`src/rtl/alu_exec_unit.sv`:
```
// Execute-stage arithmetic for the 5-stage MIPS pipeline: ALU-control decode,
// a 32-bit ALU, a standalone adder, and the EX/MEM output register.
module alu_exec_unit (
  input  logic        clk,
  input  logic        reset,
  input  logic        en,
  input  logic [2:0]  alu_op,
  input  logic [5:0]  funct,
  input  logic [31:0] op_a,
  input  logic [31:0] op_b,
  input  logic [31:0] add_a,
  input  logic [31:0] add_b,
  output logic [3:0]  alu_ctrl,
  output logic [31:0] alu_result,
  output logic        zero,
  output logic [31:0] add_sum
);

  localparam logic [3:0] CtrlAnd  = 4'b0000;
  localparam logic [3:0] CtrlOr   = 4'b0001;
  localparam logic [3:0] CtrlAdd  = 4'b0010;
  localparam logic [3:0] CtrlSub  = 4'b0110;
  localparam logic [3:0] CtrlSlt  = 4'b0111;
  localparam logic [3:0] CtrlNor  = 4'b1100;
  localparam logic [3:0] CtrlIllg = 4'b1111;

  logic [31:0] aluNext;
  logic [31:0] sumNext;
  logic [31:0] diff;
  logic        sltBit;

  always_comb begin
    alu_ctrl = CtrlIllg;
    case (alu_op)
      3'b000: alu_ctrl = CtrlAdd;
      3'b001: alu_ctrl = CtrlSub;
      3'b010: begin
        case (funct)
          6'b100000: alu_ctrl = CtrlAdd;
          6'b100010: alu_ctrl = CtrlSub;
          6'b100100: alu_ctrl = CtrlAnd;
          6'b100101: alu_ctrl = CtrlOr;
          6'b100111: alu_ctrl = CtrlNor;
          6'b101010: alu_ctrl = CtrlSlt;
          default:   alu_ctrl = CtrlIllg;
        endcase
      end
      3'b011:  alu_ctrl = CtrlAnd;
      3'b100:  alu_ctrl = CtrlOr;
      3'b101:  alu_ctrl = CtrlSlt;
      default: alu_ctrl = CtrlIllg;
    endcase
  end

  // Signed less-than from the subtractor: differing signs decide directly,
  // otherwise the sign of the (non-overflowing) difference decides.
  assign diff   = op_a - op_b;
  assign sltBit = (op_a[31] != op_b[31]) ? op_a[31] : diff[31];

  always_comb begin
    aluNext = 32'd0;
    case (alu_ctrl)
      CtrlAnd: aluNext = op_a & op_b;
      CtrlOr:  aluNext = op_a | op_b;
      CtrlAdd: aluNext = op_a + op_b;
      CtrlSub: aluNext = diff;
      CtrlSlt: aluNext = {31'd0, sltBit};
      CtrlNor: aluNext = ~(op_a | op_b);
      default: aluNext = 32'd0;
    endcase
  end

  assign sumNext = add_a + add_b;

  always_ff @(posedge clk or negedge reset) begin
    if (!reset) begin
      alu_result <= 32'd0;
      zero       <= 1'b0;
      add_sum    <= 32'd0;
    end else if (en) begin
      alu_result <= aluNext;
      zero       <= (aluNext == 32'd0);
      add_sum    <= sumNext;
    end
  end

endmodule

```
`config.mk`:
```
export PLATFORM = sky130hd
export DESIGN_NAME = alu_exec_unit
export DESIGN_NICKNAME = d
export VERILOG_FILES = /design/src/rtl/alu_exec_unit.sv
export SDC_FILE = /design/constraint.sdc
export NUM_CORES = 1
export LEC_CHECK = 0
export BUFFER_PORTS_ARGS = -buffer_cell sky130_fd_sc_hd__buf_4
export CORE_ASPECT_RATIO = 0.5
export CORE_MARGIN = 8
export CORE_UTILIZATION = 30
export DETAILED_ROUTE_END_ITERATION = 12
export GPL_TIMING_DRIVEN = 0
export SYNTH_ARGS = -nofsm -noshare
export SYNTH_HDL_FRONTEND = slang
export SYNTH_SLANG_ARGS = --single-unit
```
`constraint.sdc`:
```
create_clock -name clk -period 0.9 [get_ports clk]
set_input_delay 0 -clock clk [delete_from_list [all_inputs] [get_ports clk]]
set_output_delay 0 -clock clk [all_outputs]
set_load 0.005 [all_outputs]
```
Yosys cells after proc, flatten, opt, wreduce, memory -nomap -nowiden --
Index checks and enable logic that the tools add are counted.
Operators by class: add/subtract/negate cells 3, multipliers 0, div/mod/pow operators 0, magnitude comparators 0, equality and inequality tests 17, shifts and indexed selects 0, multiplexer cells 4, bitwise logic cells 3, reduce and logical (&&, ||, !) cells 3
Operators with widths (count):
- $pmux W32 S6 | 1
- $add A32 B32 Y32 | 2
- $pmux W4 S6 | 2
- $eq A6 B6 Y1 const B | 6
- $and A32 B32 Y32 | 1
- $logic_not A32 Y1 | 1
- $not A32 Y32 | 1
- $or A32 B32 Y32 | 1
- $sub A32 B32 Y32 | 1
- $eq A4 B3 Y1 const B | 2
- $eq A3 B2 Y1 const B | 2
- $eq A3 B3 Y1 const B | 2
- $eq A4 B1 Y1 const B | 1
- $eq A4 B2 Y1 const B | 1
- $eq A4 B4 Y1 const B | 1
- $logic_not A4 Y1 | 1
- $eq A3 B1 Y1 const B | 1
- $logic_not A3 Y1 | 1
- $mux W1 | 1
- $ne A1 B1 Y1 | 1
Word-level totals: register bits after elaboration 65, bits in latches 0, bits in writable memories 0, ROM bits 0, input port bits 140, memories kept 0

Logic depth before layout (Yosys ltp) --
word-level depth 6, depth in mapped cells 25, gate-level depth less buffers 24

Least setup slack after synthesis --
OpenSTA, ideal clock, no wires.
path kind input port to flip-flop, from input port op_b[1], to register zero, data arrival time 4.508 ns, setup slack -3.703 ns, stages on the path 24, cells stage by stage inv_1 -> ha_1 -> o21bai_1 -> a21oi_1 -> o21ai_1 -> and4_1 -> o2111a_2 -> o31a_1 -> a311oi_1 -> nor2_1 -> nor2_1 -> o21bai_1 -> a21oi_1 -> fa_1 -> a21boi_0 -> mux2_1 -> a22o_1 -> nor4_1 -> and4_1 -> nand4_1 -> or4_1 -> nor4_2 -> o2111ai_1 -> o32ai_2
On the way: longest elaborated chain between the ends 4, elaborated cells between the ends (all ways) 8, classes of those cells add/sub: 2; mux: 2; bitwise: 3; reduce/logical: 1
Ends and longest elaborated chain:
- start: declaration | RTL line 10 | input logic [31:0] op_b,
- $sub A32 B32 Y32 or $or A32 B32 Y32 (tied branches) | RTL line 57, 64, 68
- $mux W1 or $not A32 Y32 (tied branches) | RTL line 58, 68
- $pmux W32 S6 (*) | RTL line 62 | case (alu_ctrl)
- $logic_not A32 Y1 (*) | RTL line 82 | zero <= (aluNext == 32'd0);
- end signal: assignment | RTL line 82
- end: declaration | RTL line 15 | output logic zero,
Mark *: on every way between the ends. The rest lies on a longest branch, timed or not. A chain may end at the register's enable or synchronous reset.

Worst setup path after layout --
from input port op_a[12], to register zero
On the way: longest elaborated chain between the ends 4, elaborated cells between the ends (all ways) 8, classes of those cells add/sub: 2; mux: 2; bitwise: 3; reduce/logical: 1
Ends and longest elaborated chain:
- start: declaration | RTL line 9 | input logic [31:0] op_a,
- $sub A32 B32 Y32 or $or A32 B32 Y32 (tied branches) | RTL line 57, 64, 68
- $mux W1 or $not A32 Y32 (tied branches) | RTL line 58, 68
- $pmux W32 S6 (*) | RTL line 62
- $logic_not A32 Y1 (*) | RTL line 82
Marks and branches as above.

==> results.txt <==
- Clock skew on the completed layout was measured at 0 ns.
- Number of pins with negative max-slew slack in the final report: 0
- Top post-synthesis cells by area: sky130_fd_sc_hd__dfrtp_1, sky130_fd_sc_hd__ha_1, sky130_fd_sc_hd__a21oi_1, sky130_fd_sc_hd__nor2_1, sky130_fd_sc_hd__mux2_2
- Final weighted congestion in routability-driven placement: between 0.9 and 1
* N_diodes: 0
* Avg Cell Area, Syn: 7.76 um^2
- Simple-gate portion of the synthesized area: between 10% and 20%
- Relative slew slack: ~39%
- Ys flop type: sky130_fd_sc_hd__dfrtp_1
- Synthesis instantiated 83 different standard cells from the library.
- Critical Path RT: 1.15 ns
- Height of the chip: around 140 um
- The cell sitting at the root of the clock tree is a sky130_fd_sc_hd__clkbuf_16.
- Flip-flop and latch count after synthesis: between 60 and 70
* Horizontal extent of the die: approximately 260 um
- Compared with the post-synthesis result, the final layout area differs by 62.6%.
- Detailed routing inserted a total of roughly 11k vias.
* Xor/xnor share of the synthesized area: about 2.8%
- Util after Layout: about half
- The number of hold-slack violations in the final timing report is 65.
- Slowest cell on the critical path: sky130_fd_sc_hd__or4_4
* H-tree depth reported by CTS: 3
- CP most frequent cell: sky130_fd_sc_hd__nor2_1
* Clock-pin slew reported for the worst setup and hold paths after clock tree synthesis: about 0.060 ns
- Port buffer count: 207
- The initial utilization of the core area, before any placement, comes to 30.5%.
- Hold timing on the final database bottoms out at a slack of -0.221 ns.
- Counting flops with a built-in enable in the synthesized netlist gives 0.
- Most frequent cell after synthesis: sky130_fd_sc_hd__ha_1
- The worst-case IR drop observed on VDD is 0.000892 V.
- The first TritonRoute pass finished after 7 iterations.
- Clock Latency Late Sink: 0.34 ns
- TritonCTS built the clock tree.
* Warnings, synthesis: 0
- The first global-routing pass estimated 62,000 um of wire.
- Part of the Yosys area used for sequential elements: 17.6%
- Final HPWL DP: 30,900 um
* Mapped Area: 0.00924 mm^2
- Total power for the finished layout comes to approximately 18 mW.
* DR iter-0 viols: between 600 and 700
* Synthesized-area fraction occupied by ao, oa, aoi and oai cells: 30.2%
- Dominant combinational cell family by area after synthesis: compound AO/OA/AOI/OAI gates
- Sinks on Clock Net: 65
- Final-report setup violation count: 63
* Std cell rows: 45
* Remaining Overflow, GRT: 0
* Post-Syn Instances: about 1.2k
- Most used standard cells in the synthesized netlist: sky130_fd_sc_hd__ha_1, sky130_fd_sc_hd__nor2_1, sky130_fd_sc_hd__a21oi_1
* Maximum number of pins on one net before global-route repair: 66
- GRT Total Usage: between 20% and 30%
- The worst path in the final design needs a cycle of between 4 and 5 ns, including I/O delays and setup.
- Critical path's largest stage delay: around 0.47 ns
- Kind of end point of the critical path: register
* Number of buffers inserted for hold repair after clock tree synthesis: 1
- The worst path uses 525% of the clock period.
- Adder-cell share of the synthesized area: 18.2%
* Category of the worst setup path launch point: input pin
* Detailed-route vias per instance: 5.67
- Maximum root-to-sink buffer count: 2
- The final reports fail on negative hold slack, negative setup slack.
- Buffers inserted during clock tree synthesis total 9.
* CP Depth: 25
- Proportion of register bits with asynchronous set or reset after synthesis: between 90% and 100%
* Vias in the first global route: approximately 11k
- For the pin with the worst max-slew slack, the measured transition is between 0.9 and 1 ns.
- Setup repair after global routing could not meet its margin everywhere.
- Final setup slack of the worst path: -3.83 ns
* Post-layout nets: between 1.5k and 2k
* Post-DR wirelength/cell: around 21 um
- At the worst endpoint, the arrival time is about 5.0 ns.
* Min-delay worst type: input pin to asynchronous set/reset pin
* Placeable core region: a little over 0.03 mm^2
- Highest fanout seen on the critical path: 9
- Fraction of layout instances using a drive strength above 1: between 40% and 50%
- Timing would allow up to 0.212 GHz.
- Worst-case reg-to-reg path depth: 3
* Setup_tns: -76.26 ns
- Worst setup path class: input pin to register
- Proportion of synthesized area in mux cells: approximately 5.3%
- Yosys top cell area share: between 10% and 20%
- In this run the power density over the cells is roughly 1200 mW/mm^2.
- Total Routed Length: 41,200 um
- After detailed routing, the number of remaining DRC violations is 0.
- Net Count, Synth: around 1.5k
* Cell type group with the largest total delay on the critical path: compound AO/OA/AOI/OAI gates
- Leakage power of the design: 6.62 nW
- The number of antenna violations at the first check in global routing is 0.
- Number of max-cap violations: 0
- Cell taking the most area after synthesis: sky130_fd_sc_hd__dfrtp_1
- The number of buffers and inverters on the critical path is 3.
* Result of the run: finished, violations left
* Number of top-level design ports: roughly 210
* Antenna Nets Post-Route: 0
- The floorplan step defined a die boundary enclosing ~0.037 mm^2.
[final timing paths]
check	from	endpoint	slack, ns
setup / recovery	op_a[12]	zero	-3.83
hold reg to reg	alu_result[25]	alu_result[25]	0.49
setup reg to reg	alu_result[20]	alu_result[20]	0.04
hold / removal	reset	add_sum[4]	-0.22
max in group asynchronous	reset	add_sum[21]	0.54
min in group clk	add_b[0]	add_sum[0]	0.01
[cells in the final DEF (no fill, tap or decap), types with 10 or more instances in the layout]
cell type                     n
sky130_fd_sc_hd__a21o_1      29
sky130_fd_sc_hd__a21oi_1     64
sky130_fd_sc_hd__a21oi_2     31
sky130_fd_sc_hd__a21oi_4     13
sky130_fd_sc_hd__a221o_1     24
sky130_fd_sc_hd__a221oi_1    10
sky130_fd_sc_hd__buf_4      242
sky130_fd_sc_hd__buf_6       79
sky130_fd_sc_hd__clkbuf_1    14
sky130_fd_sc_hd__clkbuf_16   13
sky130_fd_sc_hd__clkbuf_8    11
sky130_fd_sc_hd__dfrtp_1     65
sky130_fd_sc_hd__ha_1        89
sky130_fd_sc_hd__ha_4        33
sky130_fd_sc_hd__inv_1       80
sky130_fd_sc_hd__inv_2       17
sky130_fd_sc_hd__mux2_2      12
sky130_fd_sc_hd__mux2_4      24
sky130_fd_sc_hd__nand2_1     55
sky130_fd_sc_hd__nand2b_1    16
sky130_fd_sc_hd__nand3_1     24
sky130_fd_sc_hd__nor2_1     111
sky130_fd_sc_hd__nor2_2      12
sky130_fd_sc_hd__nor2b_1     12
sky130_fd_sc_hd__nor3_1      27
sky130_fd_sc_hd__o211ai_1    21
sky130_fd_sc_hd__o21a_1      10
sky130_fd_sc_hd__o21ai_0     28
sky130_fd_sc_hd__o21ai_1     10
sky130_fd_sc_hd__o21ai_2     12
sky130_fd_sc_hd__o21bai_1    15
sky130_fd_sc_hd__xnor2_1     19
[per-layer routing]
| metal | track usage [%] | part of all wire [%] | vias up |
|---|---|---|---|
| met3 | 4.12 | 5.7 | 75 |
| met1 | 25.4 | 42 | 5404 |
| met4 | 5.59 | 2.2 | 0 |
| li1 | - | - | 5056 |
| met5 | 0 | 0 | - |
| met2 | 36.5 | 50 | 368 |
[area by class of cell]
type / count / area (um^2)
clock inverter: 7 / 82.6
inverter: 104 / 452
timing repair buffer: 320 / 2750
sequential: 65 / 1630
multi-input combinational: 960 / 8840
clock buffer: 9 / 225
fill: 2827 / 15300
buffer: 59 / 547
tap: 399 / 499
[logic make-up (layout without fill, tap and decap cells)]
family                   after synthesis  after routing
XOR/XNOR                              30             30
adder cells (fa/ha/maj)              132            132
buffers and inverters                166            499
flip-flops                            65             65
AND/OR/NAND/NOR                      355            355
AO/OA/AOI/OAI                        399            399
multiplexers                          44             44
[metrics by stage]
step	area, um^2	std cells	setup slack (ns)
after CTS	14100	1873	-3.68
after global placement	12200	1797	-4.49
after global routing	15000	1923	-3.98
after detailed placement	12200	1797	-4.51
final	15000	1923	-3.83
after floorplan	10100	1191	-3.43
[sequential cells by signal, indices dropped and copies added (netlist names)]
register / cells
zero: 1
add_sum: 32
alu_result: 32
[where the power goes]
group / switching [mW] / total (mW) / internal (mW)
clock network: 1.53 / 3.72 / 2.20
logic: 5.05 / 10.2 / 5.13
registers: 0.418 / 3.92 / 3.51
total: 6.99 / 17.8 / 10.8
[repair_timing]
action | in CTS | in global routing
endpoints found under the hold margin | 66 | 65
cloned | 0 | 1
setup endpoints to repair | 77 | 95
setup buffers | 61 | 59
pin swaps | 93 | 99
resized for setup | 233 | 131
Note: power is estimated with default switching activity, not from simulation.
